===== config.mk =====
export PLATFORM = sky130hd
export DESIGN_NAME = fetch_aligner
export DESIGN_NICKNAME = d
export VERILOG_FILES = /design/src/rtl/rv_pkg.sv /design/src/rtl/halfword_queue.sv /design/src/rtl/fetch_aligner.sv
export SDC_FILE = /design/constraint.sdc
export NUM_CORES = 1
export LEC_CHECK = 0
export ABC_CLOCK_PERIOD_IN_PS = 8200
export CAP_MARGIN = 20
export CORE_ASPECT_RATIO = 0.6
export CORE_MARGIN = 4
export CORE_UTILIZATION = 54
export DETAILED_ROUTE_END_ITERATION = 8
export HOLD_SLACK_MARGIN = 0.03
export PLACE_DENSITY = 0.95
export SLEW_MARGIN = 20
export SYNTH_ARGS = -nofsm -noshare
export SYNTH_HDL_FRONTEND = slang
export SYNTH_SLANG_ARGS = --single-unit

===== constraint.sdc =====
create_clock -name clk -period 8.2 [get_ports clk]
set_input_delay 1.23 -clock clk [delete_from_list [all_inputs] [get_ports clk]]
set_output_delay 1.23 -clock clk [all_outputs]
set_load 0.02 [all_outputs]

===== src/rtl/rv_pkg.sv =====
// rv_pkg: shared RV32IC fetch constants, FSM encoding and reset PC default.
package rv_pkg;
  localparam int ILEN = 32;
  localparam int HWORD = 16;
  localparam logic [1:0] C_OPCODE_FULL = 2'b11;
  localparam logic [31:0] RESET_PC_DEF = 32'h0000_0000;
  typedef enum logic [1:0] {IDLE, BUSY, DROP} fa_state_e;
  function automatic logic is_compressed(input logic [HWORD-1:0] h);
    return h[1:0] != C_OPCODE_FULL;
  endfunction
endpackage


===== src/rtl/halfword_queue.sv =====
// halfword_queue: 3-slot halfword shift buffer; pop 0-2 from the head, then append 0-2 behind the survivors.
module halfword_queue
  import rv_pkg::*;
(
  input  logic             clk,
  input  logic             rst_n,
  input  logic             clr,
  input  logic [1:0]       pop_n,
  input  logic [1:0]       push_n,
  input  logic [HWORD-1:0] push_a,
  input  logic [HWORD-1:0] push_b,
  output logic [HWORD-1:0] hw0,
  output logic [HWORD-1:0] hw1,
  output logic [1:0]       cnt
);
  logic [HWORD-1:0] r_hw [3];
  logic [HWORD-1:0] w_sh [3];
  logic [HWORD-1:0] w_nxt [3];
  logic [1:0]       r_cnt;
  logic [1:0]       w_rem;
  always_comb begin
    w_rem = r_cnt - pop_n;
    w_sh[0] = pop_n == 2'd0 ? r_hw[0] : pop_n == 2'd1 ? r_hw[1] : r_hw[2];
    w_sh[1] = pop_n == 2'd0 ? r_hw[1] : pop_n == 2'd1 ? r_hw[2] : '0;
    w_sh[2] = pop_n == 2'd0 ? r_hw[2] : '0;
    for (int i = 0; i < 3; i++)
      w_nxt[i] = (push_n != 2'd0 && w_rem == 2'(i)) ? push_a :
                 (push_n == 2'd2 && w_rem + 2'd1 == 2'(i)) ? push_b : w_sh[i];
  end
  always_ff @(posedge clk) begin
    if (!rst_n) begin
      r_cnt <= '0;
      r_hw <= '{default: '0};
    end else if (clr) begin
      r_cnt <= '0;
    end else begin
      r_cnt <= w_rem + push_n;
      r_hw <= w_nxt;
    end
  end
  assign hw0 = r_hw[0];
  assign hw1 = r_hw[1];
  assign cnt = r_cnt;
endmodule


===== src/rtl/fetch_aligner.sv =====
// fetch_aligner: fetches 32-bit words and presents one aligned RV32IC instruction per handshake.
module fetch_aligner
  import rv_pkg::*;
#(
  parameter int                ADDR_W   = 32,
  parameter logic [ADDR_W-1:0] RESET_PC = ADDR_W'(RESET_PC_DEF)
) (
  input  logic              clk,
  input  logic              rst_n,
  input  logic              redirect,
  input  logic [ADDR_W-1:0] redirect_pc,
  output logic              mem_req,
  output logic [ADDR_W-1:0] mem_addr,
  input  logic              mem_rvalid,
  input  logic [31:0]       mem_rdata,
  output logic              inst_valid,
  input  logic              inst_ready,
  output logic [ILEN-1:0]   inst,
  output logic [ADDR_W-1:0] inst_pc,
  output logic              inst_is_c
);
  fa_state_e         r_state, w_state_nxt;
  logic [ADDR_W-1:0] r_pc, r_fetch_addr;
  logic              r_skip_lo;
  logic [HWORD-1:0]  w_hw0, w_hw1;
  logic [1:0]        w_cnt, w_pop_n, w_push_n;
  logic              w_c, w_pop, w_push, w_unused;
  halfword_queue u_q (
    .clk   (clk),
    .rst_n (rst_n),
    .clr   (redirect),
    .pop_n (w_pop_n),
    .push_n(w_push_n),
    .push_a(r_skip_lo ? mem_rdata[31:16] : mem_rdata[15:0]),
    .push_b(mem_rdata[31:16]),
    .hw0   (w_hw0),
    .hw1   (w_hw1),
    .cnt   (w_cnt)
  );
  assign w_unused = redirect_pc[0];
  assign w_c = is_compressed(w_hw0);
  assign inst_valid = !redirect && (w_cnt >= 2'd2 || (w_cnt == 2'd1 && w_c));
  assign inst = w_c ? {{(ILEN-HWORD){1'b0}}, w_hw0} : {w_hw1, w_hw0};
  assign inst_is_c = w_cnt != 2'd0 && w_c;
  assign inst_pc = r_pc;
  assign mem_addr = r_fetch_addr;
  assign w_pop = inst_valid && inst_ready;
  // A response landing in the redirect cycle belongs to the old stream and is dropped.
  assign w_push = r_state == BUSY && mem_rvalid && !redirect;
  assign w_pop_n = !w_pop ? 2'd0 : w_c ? 2'd1 : 2'd2;
  assign w_push_n = !w_push ? 2'd0 : r_skip_lo ? 2'd1 : 2'd2;
  always_comb begin
    mem_req = rst_n && !redirect && r_state == IDLE && w_cnt <= 2'd1;
    w_state_nxt = r_state == IDLE ? (mem_req ? BUSY : IDLE) :
                  r_state == BUSY ? (mem_rvalid ? IDLE : redirect ? DROP : BUSY) :
                  (mem_rvalid ? IDLE : DROP);
  end
  always_ff @(posedge clk) begin
    if (!rst_n) begin
      r_state <= IDLE;
      r_pc <= RESET_PC;
      r_fetch_addr <= {RESET_PC[ADDR_W-1:2], 2'b00};
      r_skip_lo <= RESET_PC[1];
    end else begin
      r_state <= w_state_nxt;
      if (redirect) begin
        r_pc <= {redirect_pc[ADDR_W-1:1], 1'b0};
        r_fetch_addr <= {redirect_pc[ADDR_W-1:2], 2'b00};
        r_skip_lo <= redirect_pc[1];
      end else begin
        if (w_pop) r_pc <= r_pc + ADDR_W'({w_pop_n, 1'b0});
        if (w_push) begin
          r_fetch_addr <= r_fetch_addr + ADDR_W'(4);
          r_skip_lo <= 1'b0;
        end
      end
    end
  end
endmodule


# After elaboration in Yosys (flattened, before gate mapping)
# Cells that the tools add are included.
# totals
regBits,117
in_bits,69
out_inout_bits,99
elab_cells,89
# op_classes
addsub,5
order_cmp,2
eq_ne,12
n_mux,29
bitwise_logic,2
n_reduce_logical,29
# ops
cell,n
$mux 16,12
$mux 32,5
$add 32x3->32,1
$add 32x3->32 const B,1
$mux 2,9
$logic_and 1x1->1,15
$eq 2x1->1 const B,5
$ne 3x3->1 const B,3
$logic_not 2->1,4
$reduce_bool 2->1,4
$eq 2x2->1 const B,3
$reduce_and 2->1,3
$mux 1,3
$add 2x1->2 const B,1
$add 2x2->2,1
$ge 2x2->1 const B,1
$le 2x1->1 const B,1
$ne 2x2->1 const B,1
$not 1->1,2
$reduce_or 2->1,1
$sub 2x2->2,1
$logic_not 1->1,1
$logic_or 1x1->1,1

# Longest topological paths before layout
# Gate-level depths: netlist (run 1).
# depth
ltp_word,12
depth_mapped,12
mapped_depth_nobuf,10

# Modules after synthesis
# A second synthesis (run 1) with hierarchy kept.
# unflattened
cells_unflattened,811
hier_area_um2,6855.3
# modules_own_cells
module,n_inst,cells_each,area_per_inst_um2,seq_area_each_um2
fetch_aligner,1,439,3664.8,1281.2
halfword_queue,1,372,3190.6,1001.0

# Worst setup path after synthesis (run 1)
# OpenSTA, ideal clock, no wires.
# synth_timing
kind,input to register
from,input port inst_ready
to,"register u_q.r_hw, in the netlist u_q.hw0[0]"
setup_ns,0.122
arrival_time_ns,3.655
required_time_ns,8.078
setup_slack_ns,4.424
stages,11
path_buffers,3
cell_sequence,nor2b_1 > o211ai_1 > inv_1 > clkbuf_1 > ha_1 > clkbuf_1 > nor3_2 > o21ai_1 > buf_2 > o221ai_1 > a21oi_1
# synth_via
elab_chain_len,8
elab_cells_between_ends,16
classes_between,add/sub: 2; eq/ne: 2; mux: 5; reduce/logical: 7
# synth_rtl
element,line_no,text
from (decl),fetch_aligner.sv:17,"input logic inst_ready,"
$logic_and 1x1->1 (*),fetch_aligner.sv:47,assign w_pop = inst_valid && inst_ready;
$mux 2 (*),fetch_aligner.sv:50,assign w_pop_n = !w_pop ? 2'd0 : w_c ? 2'd1 : 2'd2;
$sub 2x2->2,halfword_queue.sv:22,w_rem = r_cnt - pop_n;
$add 2x1->2,halfword_queue.sv:28,(push_n == 2'd2 && w_rem + 2'd1 == 2'(i)) ? push_b : w_sh[i];
$logic_not 2->1,halfword_queue.sv:28,
$logic_and 1x1->1,halfword_queue.sv:28,
$ne 3x3->1 (no source line) or $mux 16 (tied branches),n/a,
$reduce_and 2->1 (no source line) or $mux 16 (tied branches),n/a,
to (signal assigned),halfword_queue.sv:38,r_hw <= w_nxt;
to (decl),halfword_queue.sv:16,logic [HWORD-1:0] r_hw [3];
# Mark *: on every way between the ends. The rest lies on a longest branch, timed or not. The select of a mux whose other input is x is not followed.
# A chain may end at the register's enable or synchronous reset.

# Final worst setup path (run 1)
# layout_timing
from,input port redirect
to,register u_q.r_hw[5] in the netlist's numbering
# layout_via
elab_chain_len,10
elab_cells_between_ends,20
classes_between,add/sub: 2; eq/ne: 4; mux: 4; bitwise: 1; reduce/logical: 9
# layout_rtl
element,line_no,text
from (decl),fetch_aligner.sv:10,"input logic redirect,"
$logic_not 1->1,"fetch_aligner.sv:42, fetch_aligner.sv:49",
$logic_and 1x1->1,fetch_aligner.sv:42,assign inst_valid = !redirect && (w_cnt >= 2'd2 || (w_cnt == 2'd1 && w_c));
$logic_and 1x1->1,fetch_aligner.sv:47,
$mux 2,fetch_aligner.sv:50,
$sub 2x2->2,halfword_queue.sv:22,
$add 2x1->2,halfword_queue.sv:28,
$eq 2x2->1,halfword_queue.sv:28,
$logic_and 1x1->1,halfword_queue.sv:28,
$ne 3x3->1 (no source line) or $mux 16 (tied branches),n/a,
$reduce_and 2->1 (no source line) or $mux 16 (tied branches),n/a,
# Several ways; a longest one is shown, not always the timed one.

==> metrics.md, run 1 <==
| Metric | Value |
|---|---|
| Multi-input gate area | 4140 sq um |
| Worst EP required | between 8 and 9 ns |
| Worst hold slack | ~0.49 ns |
| Hold Crit Depth | 2 |
| Crit path DAT | between 5 and 6 ns |
| Ranking of synthesized cells by area | dfxtp_1 33%, nand2_1 5.2%, mux2i_1 4.3% |
| Cts hold-fix bufs | 0 |
| Netlist Area Pre-Place | 6910 sq um |
| Largest net degree at the start of global routing | 82 |
| DPL Wire Length | 15.6 mm |
| CP Capture Type | register |
| Fraction of layout instances using a drive strength above 1 | roughly a tenth |
| First-pass GRT wire length | ~37 mm |
| Antenna Cells | 0 |
| Fin area | between 8000 and 9000 sq um |
| Synth Instances | between 800 and 900 |
| Top-count cell post-synth | dfxtp_1 |
| Hold Path Class | reg2reg |
| Clk pwr share | approximately 47% |
| Post-synth top cells | 114 x dfxtp_1, 96 x nand2_1, 55 x a21oi_1 |
| TritonRoute pass-1 iters | 6 |
| All-Layer GR Usage | between 30% and 40% |
| Distinct cells, synth | 74 |
| Leak pwr | 3.18 nW |
| Site row count | 31 |
| Final Critical Period | ~5.5 ns |
| Endpoints failing setup | 0 |
| DR top layer | met4 |
| Worst-Skew Late Latency | about 0.41 ns |
| Crit-path max FO | 34 |
| Status | complete, no violations |
| Slowest CP cell | a2111oi_4 |
| CP Capture Point | u_q.r_hw[5] |
| Die area | 14700 sq um |
| Root buf cell | clkbuf_16 |
| Setup bufs post-CTS | 0 |
| Vias in the first global route | between 7000 and 8000 |
| Gr ovfl total | 0 |
| DP Area | ~8400 sq um |
| Psw | about 0.42 mW |
| Critical Path Start | redirect |
| Area delta synth->final | 30.2% |
| Antenna Nets Post-Route | 0 |
| DRT Wirelength | 23.5 mm |
| Peak supply drop | 0.000179 V |
| Switching Share | a little over a quarter |
| Hold Vio Cnt, Final | 0 |
| Max cap viols | 0 |
| Via count | 7400 |
| Final period utilization | 67.0% |
| RSZ-0062 raised after global routing | no |
| Crit-path cells | clkdlybuf4s50_1 > nor2b_1 > o211ai_1 > buf_4 > inv_1 > buf_4 > ha_1 > or3_1 > a21oi_1 > a2111oi_4 > a22o_1 |
| Num ports | 168 |
| CP max stage delay | just under 1 ns |
| Slew HR | between 20% and 30% |
| Finished Layout Cells | 1127 |
| Crit path buffers/inverters | 4 |
| YS warnings | 0 |
| Reg2reg end | u_q.hw1[5] |
| Slew Viols, Final | 0 |
| Internal reg-to-reg setup slack | 3.52 ns |
| Metal3 WL | 3.28 mm |
| DRC errors left | 0 |
| Die Height | approximately 96 um |
| Gates resized, CTS repair | 0 |
| Pwr Total | 1.57 mW |
| Fmax | between 150 and 200 MHz |
| Comb pwr share | between 10% and 20% |
| Placed insts | 1097 |
| Register area | about 2300 sq um |
| Share of the synthesized area in the top cell type | 33.0% |
| Crit-path most repeated cell | buf_4 |
| Ys async rst share | 0% |
| Via/cell ratio | roughly 6.6 |
| Sequential element share of the synthesized area | between 30% and 40% |
| Post-synth EDFFs | 0 |
| Initial antenna violation count | 0 |
| Int Power | between 1 and 1.5 mW |
| Mean Syn Cell Area | a little over 8 sq um |
| Reg2reg start | u_q.hw0[1] |
| Total core area | around 12000 sq um |
| Die Span X | approximately 150 um |
| Clock tree buffer depth | 2 |
| Setup CP Type | in2reg |
| Critical Path Source Type | primary input |
| Yosys top cell by area | dfxtp_1 |
| Met1 wire length | between 9 and 10 mm |
| Clock slew at reported path FFs | ~0.050 ns |
| Sequential fraction of design power | slightly below 40% |
| Inserted Clock Buffers | 17 |
| CTS tree | yes |
| CP top delay family | compound AO/OA/AOI/OAI gates |
| RePlAce Congestion | roughly 0.90 |
| Worst-Margin Slew | 1.14 ns |
| Fill cell count | ~870 |
| Worst R2R Path Depth | 10 |
| Worst path depth | 11 |
| Sink Count | approximately 110 |
| Primary FF master, synth | dfxtp_1 |
| Input/output buffers | between 150 and 200 |
| DRT iter0 DRCs | between 800 and 900 |
| H-tree lvl count | 4 |
| Starting Density | 56.2% |
| Seq cells post-synth | between 100 and 150 |
| Final TNS setup | 0 ns |
| Met2 routed WL | between 10 and 15 mm |
| Clock Skews | 0.00870 ns |
| DR WL/cell | roughly 21 um |
| Pwr/cell area | ~170 nW/um^2 |
| Nets | 1026 |
state kept, by name (all words and copies together) (netlist names):
name and cells:
u_q.hw1 16, r_state 2, mem_addr 30, inst_pc 31, u_q.r_hw 16, r_skip_lo 1
u_q.hw0 16, u_q.cnt 2
power groups by stage:
stage                     logic (mW)  clock network (mW)  registers (mW)
after CTS                      0.222               0.728           0.613
after detailed placement       0.220                   0           0.624
after global placement         0.216                   0           0.622
after global routing           0.238               0.751           0.618
final                          0.225               0.729           0.614
after floorplan               0.0993                   0           0.636
worst min-delay path, cell delays in order (launching register included):
cell	delay, ns
dfxtp_1	0.34
nand2_1	0.05
o221ai_1	0.06
cell usage in the layout (no fill, tap or decap), drive strengths merged, types with 24 or more instances in the layout:
cell type        n
nand2           96
a21oi           55
o21ai           37
nand4           35
and3            26
dfxtp          114
xnor2           24
clkdlybuf4s50  162
nor2            41
mux2i           30
nand3           31
logic make-up (layout without fill, tap and decap cells):
group	after synthesis	after routing	synth area share, %
compound gates	235	235	23.9
mux	36	36	5.32
other cells	1	3	0.0543
simple gates	307	307	24.6
xor+xnor	37	37	4.69
fa+ha+maj	6	6	1.20
flops	114	114	33.0
buf+inv	99	224	7.24
worst min-delay path by stage:
stage	start	slack [ns]	end
after floorplan	u_q.hw1[0]	0.45	u_q.hw1[0]
after global placement	u_q.hw1[3]	0.47	u_q.hw1[3]
after detailed placement	u_q.hw1[3]	0.47	u_q.hw1[3]
after CTS	u_q.hw1[3]	0.49	u_q.hw1[3]
after global routing	u_q.r_hw[11]	0.52	u_q.r_hw[11]
final	u_q.hw1[4]	0.49	u_q.hw1[4]
cell type report:
| cell class | instances | area share (%) |
|---|---|---|
| clock buffer | 20 | 5.19 |
| clock inverter | 10 | 1.22 |
| inverter | 18 | 0.751 |
| multi-input combinational | 624 | 46.0 |
| sequential | 114 | 25.4 |
| tap | 165 | 2.29 |
| timing repair buffer | 176 | 19.2 |
layer usage:
metal	GRT usage [%]	vias to the layer above
met5	0	-
met4	9.99	0
met3	9.93	76
met2	46.3	566
met1	42.5	3430
li1	-	3328
per-stage QoR:
step | setup WS [ns] | util, %
finish | 2.70 | 73.2
global route | 2.43 | 73.2
CTS | 2.80 | 73.2
detailed placement | 2.45 | 68.5
global placement | 2.58 | 68.5
floorplan | 4.42 | -
(Power assumes the default switching activity.)
==> inputs of run 2 (changes only) <==
Settings changed: ABC_CLOCK_PERIOD_IN_PS 8200 to 5200, CORE_UTILIZATION 54 to 51, PLACE_DENSITY 0.95 to 0.93.
Clock period 8.2 ns to 5.2 ns, I/O delays scaled along.
==> run 2 against run 1 <==
- hold slack lost 0.0054 ns
- routed wire length up 2.8%
- largest power group unchanged
- cell area rose by 1.1%
- clock skew is 0.0054 ns higher
- critical path type unchanged
- largest cell class unchanged
- first-iteration DRC count is 10% higher
==> metrics.md, run 2 (synthesis results as in run 1) <==
| Metric | Value |
|---|---|
| Status | complete, no violations (unchanged) |
| Max cap viols | 0 (unchanged) |
| Root buf cell | clkbuf_16 (unchanged) |
| Hold path start | u_q.hw1[2] (was u_q.hw1[4]) |
| DRT Wirelength | 24.2 mm (was 23.5 mm) |
| All-Layer GR Usage | 30.5% (was 30.9%) |
| Pwr/cell area | 286 nW/um^2 (was 174 nW/um^2) |
| Site row count | 32 (was 31) |
| Area delta synth->final | 31.6% (was 30.2%) |
| Gates resized, CTS repair | 0 (unchanged) |
| Cts hold-fix bufs | 0 (unchanged) |
| TritonRoute pass-1 iters | 5 (was 6) |
| Total core area | 13100 sq um (was 12300 sq um) |
| Reg2reg end | u_q.r_hw[13] (was u_q.hw1[5]) |
| Worst R2R Path Depth | 9 (was 10) |
| Die Height | 98.2 um (was 95.6 um) |
| Antenna Cells | 0 (unchanged) |
| Endpoints failing setup | 0 (unchanged) |
| Antenna Nets Post-Route | 0 (unchanged) |
| DRT iter0 DRCs | 906 (was 822) |
| Crit path buffers/inverters | 3 (was 4) |
| Die Span X | 158 um (was 154 um) |
| Finished Layout Cells | 1139 (was 1127) |
| Hold Path End | u_q.hw1[2] (was u_q.hw1[4]) |
| DPL Wire Length | 16.0 mm (was 15.6 mm) |
| RSZ-0062 raised after global routing | no (unchanged) |
| Clock Skews | 0.0141 ns (was 0.00870 ns) |
| Placed insts | 1107 (was 1097) |
| Peak supply drop | 0.000218 V (was 0.000179 V) |
| Final Critical Period | roughly 4.3 ns |
| Fmax | 232 MHz |
| CP Capture Type | register (unchanged) |
| Initial antenna violation count | 0 (unchanged) |
| Worst-Skew Late Latency | 0.42 ns (was 0.41 ns) |
| DR WL/cell | 21.3 um (was 20.9 um) |
| Sink Count | 114 (unchanged) |
| DRC errors left | 0 (unchanged) |
| Vias in the first global route | 7044 (was 7160) |
| Final period utilization | 83.0% |
| Fill cell count | 957 (was 868) |
| Slew HR | 31.3% (was 23.9%) |
| Fraction of layout instances using a drive strength above 1 | 10.4% (was 9.88%) |
| Crit-path cells | clkdlybuf4s50_1 > nor2b_1 > o211ai_1 > buf_4 > inv_1 > ha_1 > nand2_1 > a21oi_1 > a2111oi_4 > a22o_1 (was clkdlybuf4s50_1 > nor2b_1 > o211ai_1 > buf_4 > inv_1 > buf_4 > ha_1 > or3_1 > a21oi_1 > a2111oi_4 > a22o_1) |
| Num ports | 168 (unchanged) |
| Hold Path Class | reg2reg (unchanged) |
| Via/cell ratio | 6.48 (was 6.57) |
| Setup bufs post-CTS | 0 (unchanged) |
| Hold Crit Depth | 2 (unchanged) |
| Via count | 7377 (was 7400) |
| Largest register FFs | 31 (unchanged) |
| Slowest CP cell | a2111oi_4 (unchanged) |
| Crit path DAT | 4.67 ns (was 5.84 ns) |
| Final TNS setup | 0 ns (unchanged) |
| RePlAce Congestion | 0.885 (was 0.903) |
| Largest net degree at the start of global routing | 81 (was 82) |
| Die area | 15500 sq um (was 14700 sq um) |
| Worst-Margin Slew | 1.03 ns (was 1.14 ns) |
| Hold Vio Cnt, Final | 0 (unchanged) |
| Commonest non-fill, non-tap cell in the layout | clkdlybuf4s50_1 (unchanged) |
| Commonest cells after routing, fill and taps aside | 162 x clkdlybuf4s50_1, 114 x dfxtp_1, 96 x nand2_1, 55 x a21oi_1, 40 x nor2_1 (was 162 x clkdlybuf4s50_1, 114 x dfxtp_1, 96 x nand2_1, 54 x a21oi_1, 40 x nor2_1) |
| Worst EP required | 5.56 ns (was 8.54 ns) |
| Internal reg-to-reg setup slack | 0.89 ns (was 3.52 ns) |
| Input/output buffers | 163 (unchanged) |
| CP max stage delay | 0.97 ns (about the same) |
| Reg2reg start | u_q.hw0[0] (was u_q.hw0[1]) |
| Fin util | 69.7% (was 73.2%) |
| Starting Density | 52.9% (was 56.2%) |
| Leak pwr | 3.23 nW (was 3.18 nW) |
| H-tree lvl count | 4 (unchanged) |
| CP top delay family | compound AO/OA/AOI/OAI gates (unchanged) |
| Crit-path max FO | 19 (was 34) |
| Setup CP Type | in2reg (unchanged) |
| Critical Path Source Type | primary input (unchanged) |
| Slew Viols, Final | 0 (unchanged) |
| CTS tree | yes (unchanged) |
| Gr ovfl total | 0 (unchanged) |
| Inserted Clock Buffers | 17 (unchanged) |
| Nets | 1031 (was 1026) |
| Clock slew at reported path FFs | 0.06 ns (was 0.05 ns) |
| Clock tree buffer depth | 2 (unchanged) |
| First-pass GRT wire length | 38.3 mm (was 37.0 mm) |
## run 2: cell count changes in the layout (fill, tap and decap cells not counted)
| cell | previous run | this run |
|---|---|---|
| clkinv_4 | 0 | 3 |
| buf_4 | 13 | 18 |
| a21oi_2 | 1 | 0 |
| clkbuf_8 | 3 | 0 |
| inv_6 | 0 | 4 |
| a21oi_1 | 54 | 55 |
| clkinv_2 | 4 | 1 |
| bufinv_16 | 2 | 4 |
| o21ai_2 | 0 | 1 |
| clkinvlp_4 | 4 | 2 |
| clkbuf_1 | 0 | 1 |
| o21ai_1 | 3 | 2 |
## run 2: metrics by stage
| step | power, mW | setup WS [ns] | hold slack [ns] | instance area (sq um) |
|---|---|---|---|---|
| final | 2.60 | 0.887 | 0.485 | 9090 |
| after global routing | 2.66 | 0.707 | 0.512 | 9090 |
| after CTS | 2.59 | 0.885 | 0.487 | 9090 |
| after detailed placement | 1.33 | 0.641 | 0.474 | 8460 |
| after global placement | 1.33 | 0.786 | 0.468 | 8460 |
| after floorplan | 1.16 | 1.87 | 0.448 | 6920 |
## run 2: worst min-delay path: stages, from the launching register on
cell      delay (ns)
dfxtp_1         0.34
nand2_1         0.05
o221ai_1        0.06
## run 2: final cells by class
type / count / area (sq um) / share of cell area [%]
Clock buffer: 18 / 429 / 4.72
Clock inverter: 14 / 201 / 2.21
Inverter: 18 / 67.6 / 0.743
Multi-Input combinational cell: 624 / 4140 / 45.5
Sequential cell: 114 / 2280 / 25.1
Tap cell: 170 / 213 / 2.34
Timing Repair Buffer: 181 / 1760 / 19.4
## run 2: worst max-delay path by stage
stage / start / end / slack [ns] / cells past startpoint
2_1_floorplan: inst_ready / u_q.hw0[0] / 1.87 / 11
3_3_place_gp: inst_ready / u_q.r_hw[12] / 0.79 / 10
3_5_place_dp: inst_ready / u_q.r_hw[1] / 0.64 / 10
4_1_cts: u_q.hw0[0] / inst_pc[30] / 0.89 / 9
5_1_grt: u_q.hw0[0] / u_q.r_hw[2] / 0.71 / 9
6_report: inst_ready / u_q.r_hw[13] / 0.89 / 10
## run 2: metal layers
metal	vias up	GRT usage (%)	wire, um
met5	-	0	0
met2	500	41.6	9960
met4	0	8.06	409
met1	3479	44.6	10700
li1	3346	-	-
met3	52	11.7	3130
## run 2: where the power goes
group / internal [mW] / switching [mW] / total, mW / leakage [nW]
sequential: 0.912 / 0.0554 / 0.967 / 0.934
clock: 0.809 / 0.461 / 1.27 / 0.302
combinational: 0.168 / 0.192 / 0.360 / 1.99
